$ cat src/rtl/rv32i_instr_encoder_if.sv
`timescale 1ns/1ps
// Field-set input, encoded-word output and status bundle of the RV32I instruction encoder.
interface rv32i_instr_encoder_if #(
  parameter int ADDR_W = 12
);
  logic              start_i;
  logic              in_valid_i;
  logic              in_ready_o;
  logic [2:0]        fmt_i;
  logic [6:0]        opcode_i;
  logic [4:0]        rd_i;
  logic [4:0]        rs1_i;
  logic [4:0]        rs2_i;
  logic [2:0]        funct3_i;
  logic [6:0]        funct7_i;
  logic [31:0]       imm_i;
  logic              out_valid_o;
  logic              out_ready_i;
  logic [31:0]       instr_o;
  logic [ADDR_W-1:0] addr_o;
  logic              err_o;
  logic [15:0]       count_o;

  modport master (
    output start_i, in_valid_i, fmt_i, opcode_i, rd_i, rs1_i, rs2_i,
           funct3_i, funct7_i, imm_i, out_ready_i,
    input  in_ready_o, out_valid_o, instr_o, addr_o, err_o, count_o
  );

  modport slave (
    input  start_i, in_valid_i, fmt_i, opcode_i, rd_i, rs1_i, rs2_i,
           funct3_i, funct7_i, imm_i, out_ready_i,
    output in_ready_o, out_valid_o, instr_o, addr_o, err_o, count_o
  );
endinterface

$ cat src/rtl/rv32i_instr_encoder.sv
`timescale 1ns/1ps
// Packs decoded RV32I fields into a 32-bit word tagged with a sequential imem byte address.
// Latency 1 via one output register; in_ready_o drops only while that register is full and stalled.
module rv32i_instr_encoder #(
  parameter int                ADDR_W    = 12,
  parameter logic [ADDR_W-1:0] BASE_ADDR = '0
) (
  input logic                  clk_i,
  input logic                  rst_i,
  rv32i_instr_encoder_if.slave bus
);
  localparam logic [2:0] FMT_R = 3'd0;
  localparam logic [2:0] FMT_I = 3'd1;
  localparam logic [2:0] FMT_S = 3'd2;
  localparam logic [2:0] FMT_B = 3'd3;
  localparam logic [2:0] FMT_U = 3'd4;
  localparam logic [2:0] FMT_J = 3'd5;

  logic [31:0]       imm;
  logic              is_shift;
  logic              sext12_ok;
  logic              sext13_ok;
  logic              sext21_ok;
  logic              imm_ok;
  logic              legal;
  logic              accept;
  logic              take;
  logic [31:0]       instr_nx;
  logic [ADDR_W-1:0] cur_addr;
  logic [15:0]       count_base;

  logic              out_valid_q;
  logic [31:0]       instr_q;
  logic [ADDR_W-1:0] addr_q;
  logic [ADDR_W-1:0] addr_cnt_q;
  logic              err_q;
  logic [15:0]       count_q;

  assign imm       = bus.imm_i;
  assign is_shift  = (bus.opcode_i == 7'h13) && ((bus.funct3_i == 3'd1) || (bus.funct3_i == 3'd5));
  // Signed range checks: all bits above the top immediate bit must copy it.
  assign sext12_ok = (imm[31:11] == '0) || (imm[31:11] == '1);
  assign sext13_ok = (imm[31:12] == '0) || (imm[31:12] == '1);
  assign sext21_ok = (imm[31:20] == '0) || (imm[31:20] == '1);

  always_comb begin
    instr_nx = '0;
    imm_ok   = 1'b0;
    case (bus.fmt_i)
      FMT_R: begin
        instr_nx = {bus.funct7_i, bus.rs2_i, bus.rs1_i, bus.funct3_i, bus.rd_i, bus.opcode_i};
        imm_ok   = 1'b1;
      end
      FMT_I: begin
        if (is_shift) begin
          instr_nx = {bus.funct7_i, imm[4:0], bus.rs1_i, bus.funct3_i, bus.rd_i, bus.opcode_i};
          imm_ok   = (imm[31:5] == '0);
        end else begin
          instr_nx = {imm[11:0], bus.rs1_i, bus.funct3_i, bus.rd_i, bus.opcode_i};
          imm_ok   = sext12_ok;
        end
      end
      FMT_S: begin
        instr_nx = {imm[11:5], bus.rs2_i, bus.rs1_i, bus.funct3_i, imm[4:0], bus.opcode_i};
        imm_ok   = sext12_ok;
      end
      FMT_B: begin
        instr_nx = {imm[12], imm[10:5], bus.rs2_i, bus.rs1_i, bus.funct3_i,
                    imm[4:1], imm[11], bus.opcode_i};
        imm_ok   = sext13_ok && !imm[0];
      end
      FMT_U: begin
        instr_nx = {imm[31:12], bus.rd_i, bus.opcode_i};
        imm_ok   = (imm[11:0] == '0);
      end
      FMT_J: begin
        instr_nx = {imm[20], imm[10:1], imm[11], imm[19:12], bus.rd_i, bus.opcode_i};
        imm_ok   = sext21_ok && !imm[0];
      end
      default: begin
        instr_nx = '0;
        imm_ok   = 1'b0;
      end
    endcase
  end

  assign legal      = imm_ok && (bus.opcode_i[1:0] == 2'b11);
  assign accept     = bus.in_valid_i && bus.in_ready_o;
  assign take       = accept && legal;
  // start_i takes effect for a set accepted in the same cycle.
  assign cur_addr   = bus.start_i ? BASE_ADDR : addr_cnt_q;
  assign count_base = bus.start_i ? 16'd0 : count_q;

  always_ff @(posedge clk_i) begin
    if (rst_i) begin
      out_valid_q <= 1'b0;
      instr_q     <= '0;
      addr_q      <= '0;
      addr_cnt_q  <= BASE_ADDR;
      err_q       <= 1'b0;
      count_q     <= '0;
    end else begin
      if (bus.out_valid_o && bus.out_ready_i) begin
        out_valid_q <= 1'b0;
      end
      if (take) begin
        out_valid_q <= 1'b1;
        instr_q     <= instr_nx;
        addr_q      <= cur_addr;
      end
      addr_cnt_q <= take ? cur_addr + ADDR_W'(4) : cur_addr;
      err_q      <= (err_q && !bus.start_i) || (accept && !legal);
      count_q    <= (take && (count_base != 16'hFFFF)) ? count_base + 16'd1 : count_base;
    end
  end

  assign bus.in_ready_o  = !out_valid_q || bus.out_ready_i;
  assign bus.out_valid_o = out_valid_q;
  assign bus.instr_o     = instr_q;
  assign bus.addr_o      = addr_q;
  assign bus.err_o       = err_q;
  assign bus.count_o     = count_q;
endmodule

$ cat src/flat_wrapper.sv
// flat-port wrapper written by rule: the top's interface ports become plain ports
module rv32i_instr_encoder_flat 
#(
  parameter int                ADDR_W    = 12,
  parameter logic [ADDR_W-1:0] BASE_ADDR = '0
)
  (clk_i, rst_i, bus_start_i, bus_in_valid_i, bus_fmt_i, bus_opcode_i, bus_rd_i, bus_rs1_i, bus_rs2_i, bus_funct3_i, bus_funct7_i, bus_imm_i, bus_out_ready_i, bus_in_ready_o, bus_out_valid_o, bus_instr_o, bus_addr_o, bus_err_o, bus_count_o);
  rv32i_instr_encoder_if #(.ADDR_W(ADDR_W)) bus_i ();
  input logic clk_i;
  input logic rst_i;
  input wire logic [$bits(bus_i.start_i)-1:0] bus_start_i;
  input wire logic [$bits(bus_i.in_valid_i)-1:0] bus_in_valid_i;
  input wire logic [$bits(bus_i.fmt_i)-1:0] bus_fmt_i;
  input wire logic [$bits(bus_i.opcode_i)-1:0] bus_opcode_i;
  input wire logic [$bits(bus_i.rd_i)-1:0] bus_rd_i;
  input wire logic [$bits(bus_i.rs1_i)-1:0] bus_rs1_i;
  input wire logic [$bits(bus_i.rs2_i)-1:0] bus_rs2_i;
  input wire logic [$bits(bus_i.funct3_i)-1:0] bus_funct3_i;
  input wire logic [$bits(bus_i.funct7_i)-1:0] bus_funct7_i;
  input wire logic [$bits(bus_i.imm_i)-1:0] bus_imm_i;
  input wire logic [$bits(bus_i.out_ready_i)-1:0] bus_out_ready_i;
  output wire logic [$bits(bus_i.in_ready_o)-1:0] bus_in_ready_o;
  output wire logic [$bits(bus_i.out_valid_o)-1:0] bus_out_valid_o;
  output wire logic [$bits(bus_i.instr_o)-1:0] bus_instr_o;
  output wire logic [$bits(bus_i.addr_o)-1:0] bus_addr_o;
  output wire logic [$bits(bus_i.err_o)-1:0] bus_err_o;
  output wire logic [$bits(bus_i.count_o)-1:0] bus_count_o;
  assign bus_i.start_i = bus_start_i;
  assign bus_i.in_valid_i = bus_in_valid_i;
  assign bus_i.fmt_i = bus_fmt_i;
  assign bus_i.opcode_i = bus_opcode_i;
  assign bus_i.rd_i = bus_rd_i;
  assign bus_i.rs1_i = bus_rs1_i;
  assign bus_i.rs2_i = bus_rs2_i;
  assign bus_i.funct3_i = bus_funct3_i;
  assign bus_i.funct7_i = bus_funct7_i;
  assign bus_i.imm_i = bus_imm_i;
  assign bus_i.out_ready_i = bus_out_ready_i;
  assign bus_in_ready_o = bus_i.in_ready_o;
  assign bus_out_valid_o = bus_i.out_valid_o;
  assign bus_instr_o = bus_i.instr_o;
  assign bus_addr_o = bus_i.addr_o;
  assign bus_err_o = bus_i.err_o;
  assign bus_count_o = bus_i.count_o;
  rv32i_instr_encoder #(.ADDR_W(ADDR_W), .BASE_ADDR(BASE_ADDR)) u_core (.clk_i(clk_i), .rst_i(rst_i), .bus(bus_i));
endmodule
$ cat config.mk
export PLATFORM = sky130hd
export DESIGN_NAME = rv32i_instr_encoder_flat
export DESIGN_NICKNAME = d
export VERILOG_FILES = /design/src/rtl/rv32i_instr_encoder_if.sv /design/src/rtl/rv32i_instr_encoder.sv /design/src/flat_wrapper.sv
export SDC_FILE = /design/constraint.sdc
export NUM_CORES = 1
export LEC_CHECK = 0
export CAP_MARGIN = 5
export CORE_ASPECT_RATIO = 0.5
export CORE_MARGIN = 2
export CORE_UTILIZATION = 45
export CTS_CLUSTER_DIAMETER = 50
export CTS_CLUSTER_SIZE = 8
export DETAILED_ROUTE_END_ITERATION = 8
export GPL_TIMING_DRIVEN = 0
export HOLD_SLACK_MARGIN = 0.05
export MAX_ROUTING_LAYER = met4
export PLACE_DENSITY = 0.9
export REMOVE_ABC_BUFFERS = 1
export SLEW_MARGIN = 20
export SYNTH_ARGS = -nofsm -noshare
export SYNTH_HDL_FRONTEND = slang
export SYNTH_SLANG_ARGS = --single-unit
$ cat constraint.sdc
create_clock -name clk_i -period 4.1 [get_ports clk_i]
set_clock_uncertainty 0.1 [all_clocks]
set_input_delay 0.41 -clock clk_i [delete_from_list [all_inputs] [get_ports clk_i]]
set_output_delay 0.41 -clock clk_i [all_outputs]
set_load 0.02 [all_outputs]
==> summary.md <==
| Metric | Value |
|---|---|
| Total CTS buffers | `9` |
| Share of cells above drive strength 1 | `0.0596` |
| Worst setup margin | `402 ps` |
| Post-synth top flop | `dfxtp_1` |
| Min-delay worst type | `input pin to flip-flop` |
| Crit path max fanout | `27` |
| I/O pin total | `135` |
| Fillers | `617` |
| Nets@finish | `656` |
| Final HPWL DP | `8.32 mm` |
| EDFF count, synth | `0` |
| WS Path Type | `input pin to flip-flop` |
| Sw Share | `0.233` |
| Final design area excluding fillers | `5540 um2` |
| Fin. max-slew vios | `0` |
| Tmin final | `3700 ps` |
| Port buffer count | `134` |
| Post-synth top area cell | `dfxtp_1` |
| Max-Cap Viols | `0` |
| H-tree depth | `3` |
| WHS | `337 ps` |
| First-pass GRT wire length | `19.0 mm` |
| Antenna-violating nets left | `0` |
| Max layer used | `met4` |
| Final hold viol count | `0` |
| Pre-CTS WS | `-68.5 ps` |
| Area Growth Syn to Fin | `46.1%` |
| Initial antenna violation count | `0` |
| Syn Std Cell Area | `3790 um2` |
| Tcrit/Tclk final | `0.902` |
| WL met3 | `696 um` |
| Arrival time at the worst endpoint | `3850 ps` |
| Die Height | `68.9 um` |
| Synth cell types | `56` |
| Synth top area share | `0.391` |
| Util after Layout | `0.685` |
| Worst path required time | `4260 ps` |
| Syn Inst Count | `461` |
| RSZ-0062 raised after global routing | `no` |
| CTS tree | `done` |
| GRT Util Overall | `0.273` |
| Commonest cells in the netlist | `74 x dfxtp_1, 45 x nor2_1, 44 x nand2_1` |
| Switching power | `407 uW` |
| Largest net degree at the start of global routing | `37` |
| DR vias | `4047` |
| Chip Width | `134 um` |
| First-pass DRT Iterations | `5` |
| Seq/Total Area, Yosys | `0.391` |
| WL per Instance | `17.0 um` |
| Final RePlAce weighted congestion | `0.918` |
| Crit. End Element | `flip-flop` |
| Total die area | `9220 um2` |
| Initial drt markers | `368` |
| Number of global-route vias before repair | `3794` |
| Clock share of power | `0.475` |
| # rows | `23` |
| Slew @ Worst Pin | `1030 ps` |
| FF+latch area | `1480 um2` |
| Met2 wire length | `5.78 mm` |
| Static leakage | `1.89 nW` |
| Async SR Flop Fraction | `0` |
| F_max | `0.270 GHz` |
| Combinational share of power | `0.110` |
| Antenna diodes | `0` |
| Crit path launch type | `input pin` |
| Final setup vio count | `0` |
| Multi-input gate area | `2150 um2` |
| Hold-fix buffers, CTS | `0` |
| DP Area | `5220 um2` |
| Initial Utilization | `0.469` |
| Critical path's largest stage delay | `1080 ps` |
| M1 wire length | `5.23 mm` |
| CP max-delay cell | `clkdlybuf4s50_1` |
| Via density | `5.79` |
| CTS sink count | `74` |
| Clk slew on worst S/H paths | `60 ps` |
| Synth Area per Inst | `8.22 um2` |
| Root Buffer Master | `clkbuf_16` |
| Synth area leaders | `dfxtp_1 39%, a21oi_1 5.1%, nor2_1 4.5%` |
| Core box area | `8090 um2` |
| Reg power frac | `0.416` |
| PD cells | `315 nW/um2` |
| Cell Int Power | `1.34 mW` |
| Count leader, synth | `dfxtp_1` |
| # DRC | `0` |
| Clock buffer depth | `2` |
| Cell Chain, Critical Path | `clkdlybuf4s50_1 > nor2b_2 > nand3_1 > a31oi_1 > a21o_1 > o21ai_4 > or4_1 > a21oi_1` |
| Yosys Warn Count | `0` |
| Grt total ovfl | `0` |
| Status | `completed` |
| Max IR drop VDD | `0.000220 V` |
| Drt total wl | `11.9 mm` |
| #FFs+latches synth | `74` |
| Clk_lat worst skew | `330 ps` |
| Relative max-transition margin | `0.310` |
worst max-delay path, delay by kind of cell:
| kind | cells | cell delay, ps |
|---|---|---|
| AND/OR/NAND/NOR | 3 | 1410 |
| buffers and inverters | 1 | 1080 |
| AO/OA/AOI/OAI | 4 | 950 |
logic make-up (layout without fill, tap and decap cells):
| group | after synthesis | in the layout | share of synthesized area |
|---|---|---|---|
| buffers and inverters | 37 | 163 | 0.0465 |
| AOI/OAI and AO/OA | 129 | 129 | 0.239 |
| DFF | 74 | 74 | 0.391 |
| xor gates and xnor gates | 4 | 4 | 0.00924 |
| and+or+nand+nor | 211 | 211 | 0.298 |
| muxes | 4 | 4 | 0.0106 |
| adders and majority gates | 2 | 2 | 0.00660 |
area by class of cell:
| class | instances | share of cell area |
|---|---|---|
| Multi-Input combinational cell | 350 | 0.388 |
| Sequential cell | 74 | 0.267 |
| Timing Repair Buffer | 138 | 0.257 |
| Clock buffer | 12 | 0.0481 |
| Tap cell | 112 | 0.0253 |
| Clock inverter | 4 | 0.00881 |
| Inverter | 9 | 0.00610 |
state kept, by name (all words and copies together) (netlist names):
signal and cells:
u_core.addr_cnt_q 12, u_core.bus.count_o 16, u_core.bus.out_valid_o 1, u_core.bus.err_o 1, u_core.bus.addr_o 12, u_core.bus.instr_o 32
per-stage QoR:
step / setup TNS [ps] / power (mW) / std cells
2_1_floorplan: 0 / 0.802 / 433
3_3_place_gp: -66970 / 0.921 / 679
3_5_place_dp: -676 / 0.927 / 683
4_1_cts: 0 / 1.75 / 699
5_1_grt: 0 / 1.80 / 699
6_report: 0 / 1.74 / 699
path summary, 6_finish.rpt:
| check | start | end | slack (ps) | cells past startpoint |
|---|---|---|---|---|
| setup / recovery | bus_fmt_i[2] | u_core.bus.count_o[13] | 400 | 8 |
| hold / removal | rst_i | u_core.bus.count_o[0] | 340 | 2 |
| setup reg to reg | u_core.bus.count_o[0] | u_core.bus.count_o[13] | 1880 | 8 |
| hold reg to reg | u_core.bus.instr_o[2] | u_core.bus.instr_o[2] | 350 | 2 |
power by group through the flow:
| stage | logic [mW] | registers (mW) | clock network (mW) |
|---|---|---|---|
| global placement | 0.181 | 0.741 | 0 |
| CTS | 0.188 | 0.725 | 0.835 |
| global route | 0.205 | 0.725 | 0.868 |
| finish | 0.191 | 0.725 | 0.828 |
| detailed placement | 0.186 | 0.741 | 0 |
| floorplan | 0.0562 | 0.745 | 0 |
repair_timing:
item | in CTS | in global routing
buffers inserted | 0 | 0
gates resized for setup | 0 | 1
endpoints found under the setup margin | 0 | 13
layer usage:
metal  global-route usage  up-vias
met5                    -        -
met3               0.0687       27
met1                0.323     1915
met4               0.0997        0
li1                     -     1949
met2                0.462      156
layout by cell type (no fill, tap or decap), types with 9 or more instances in the layout:
cell / n
a21oi_1: 39
nand2_1: 44
a211oi_1: 15
nor2_1: 45
clkbuf_16: 9
inv_1: 9
or3_1: 13
dfxtp_1: 74
nand4_1: 12
o21ai_0: 20
nand3_1: 30
nor2b_1: 25
clkdlybuf4s50_1: 133
Power figures use the tool's default switching activity.
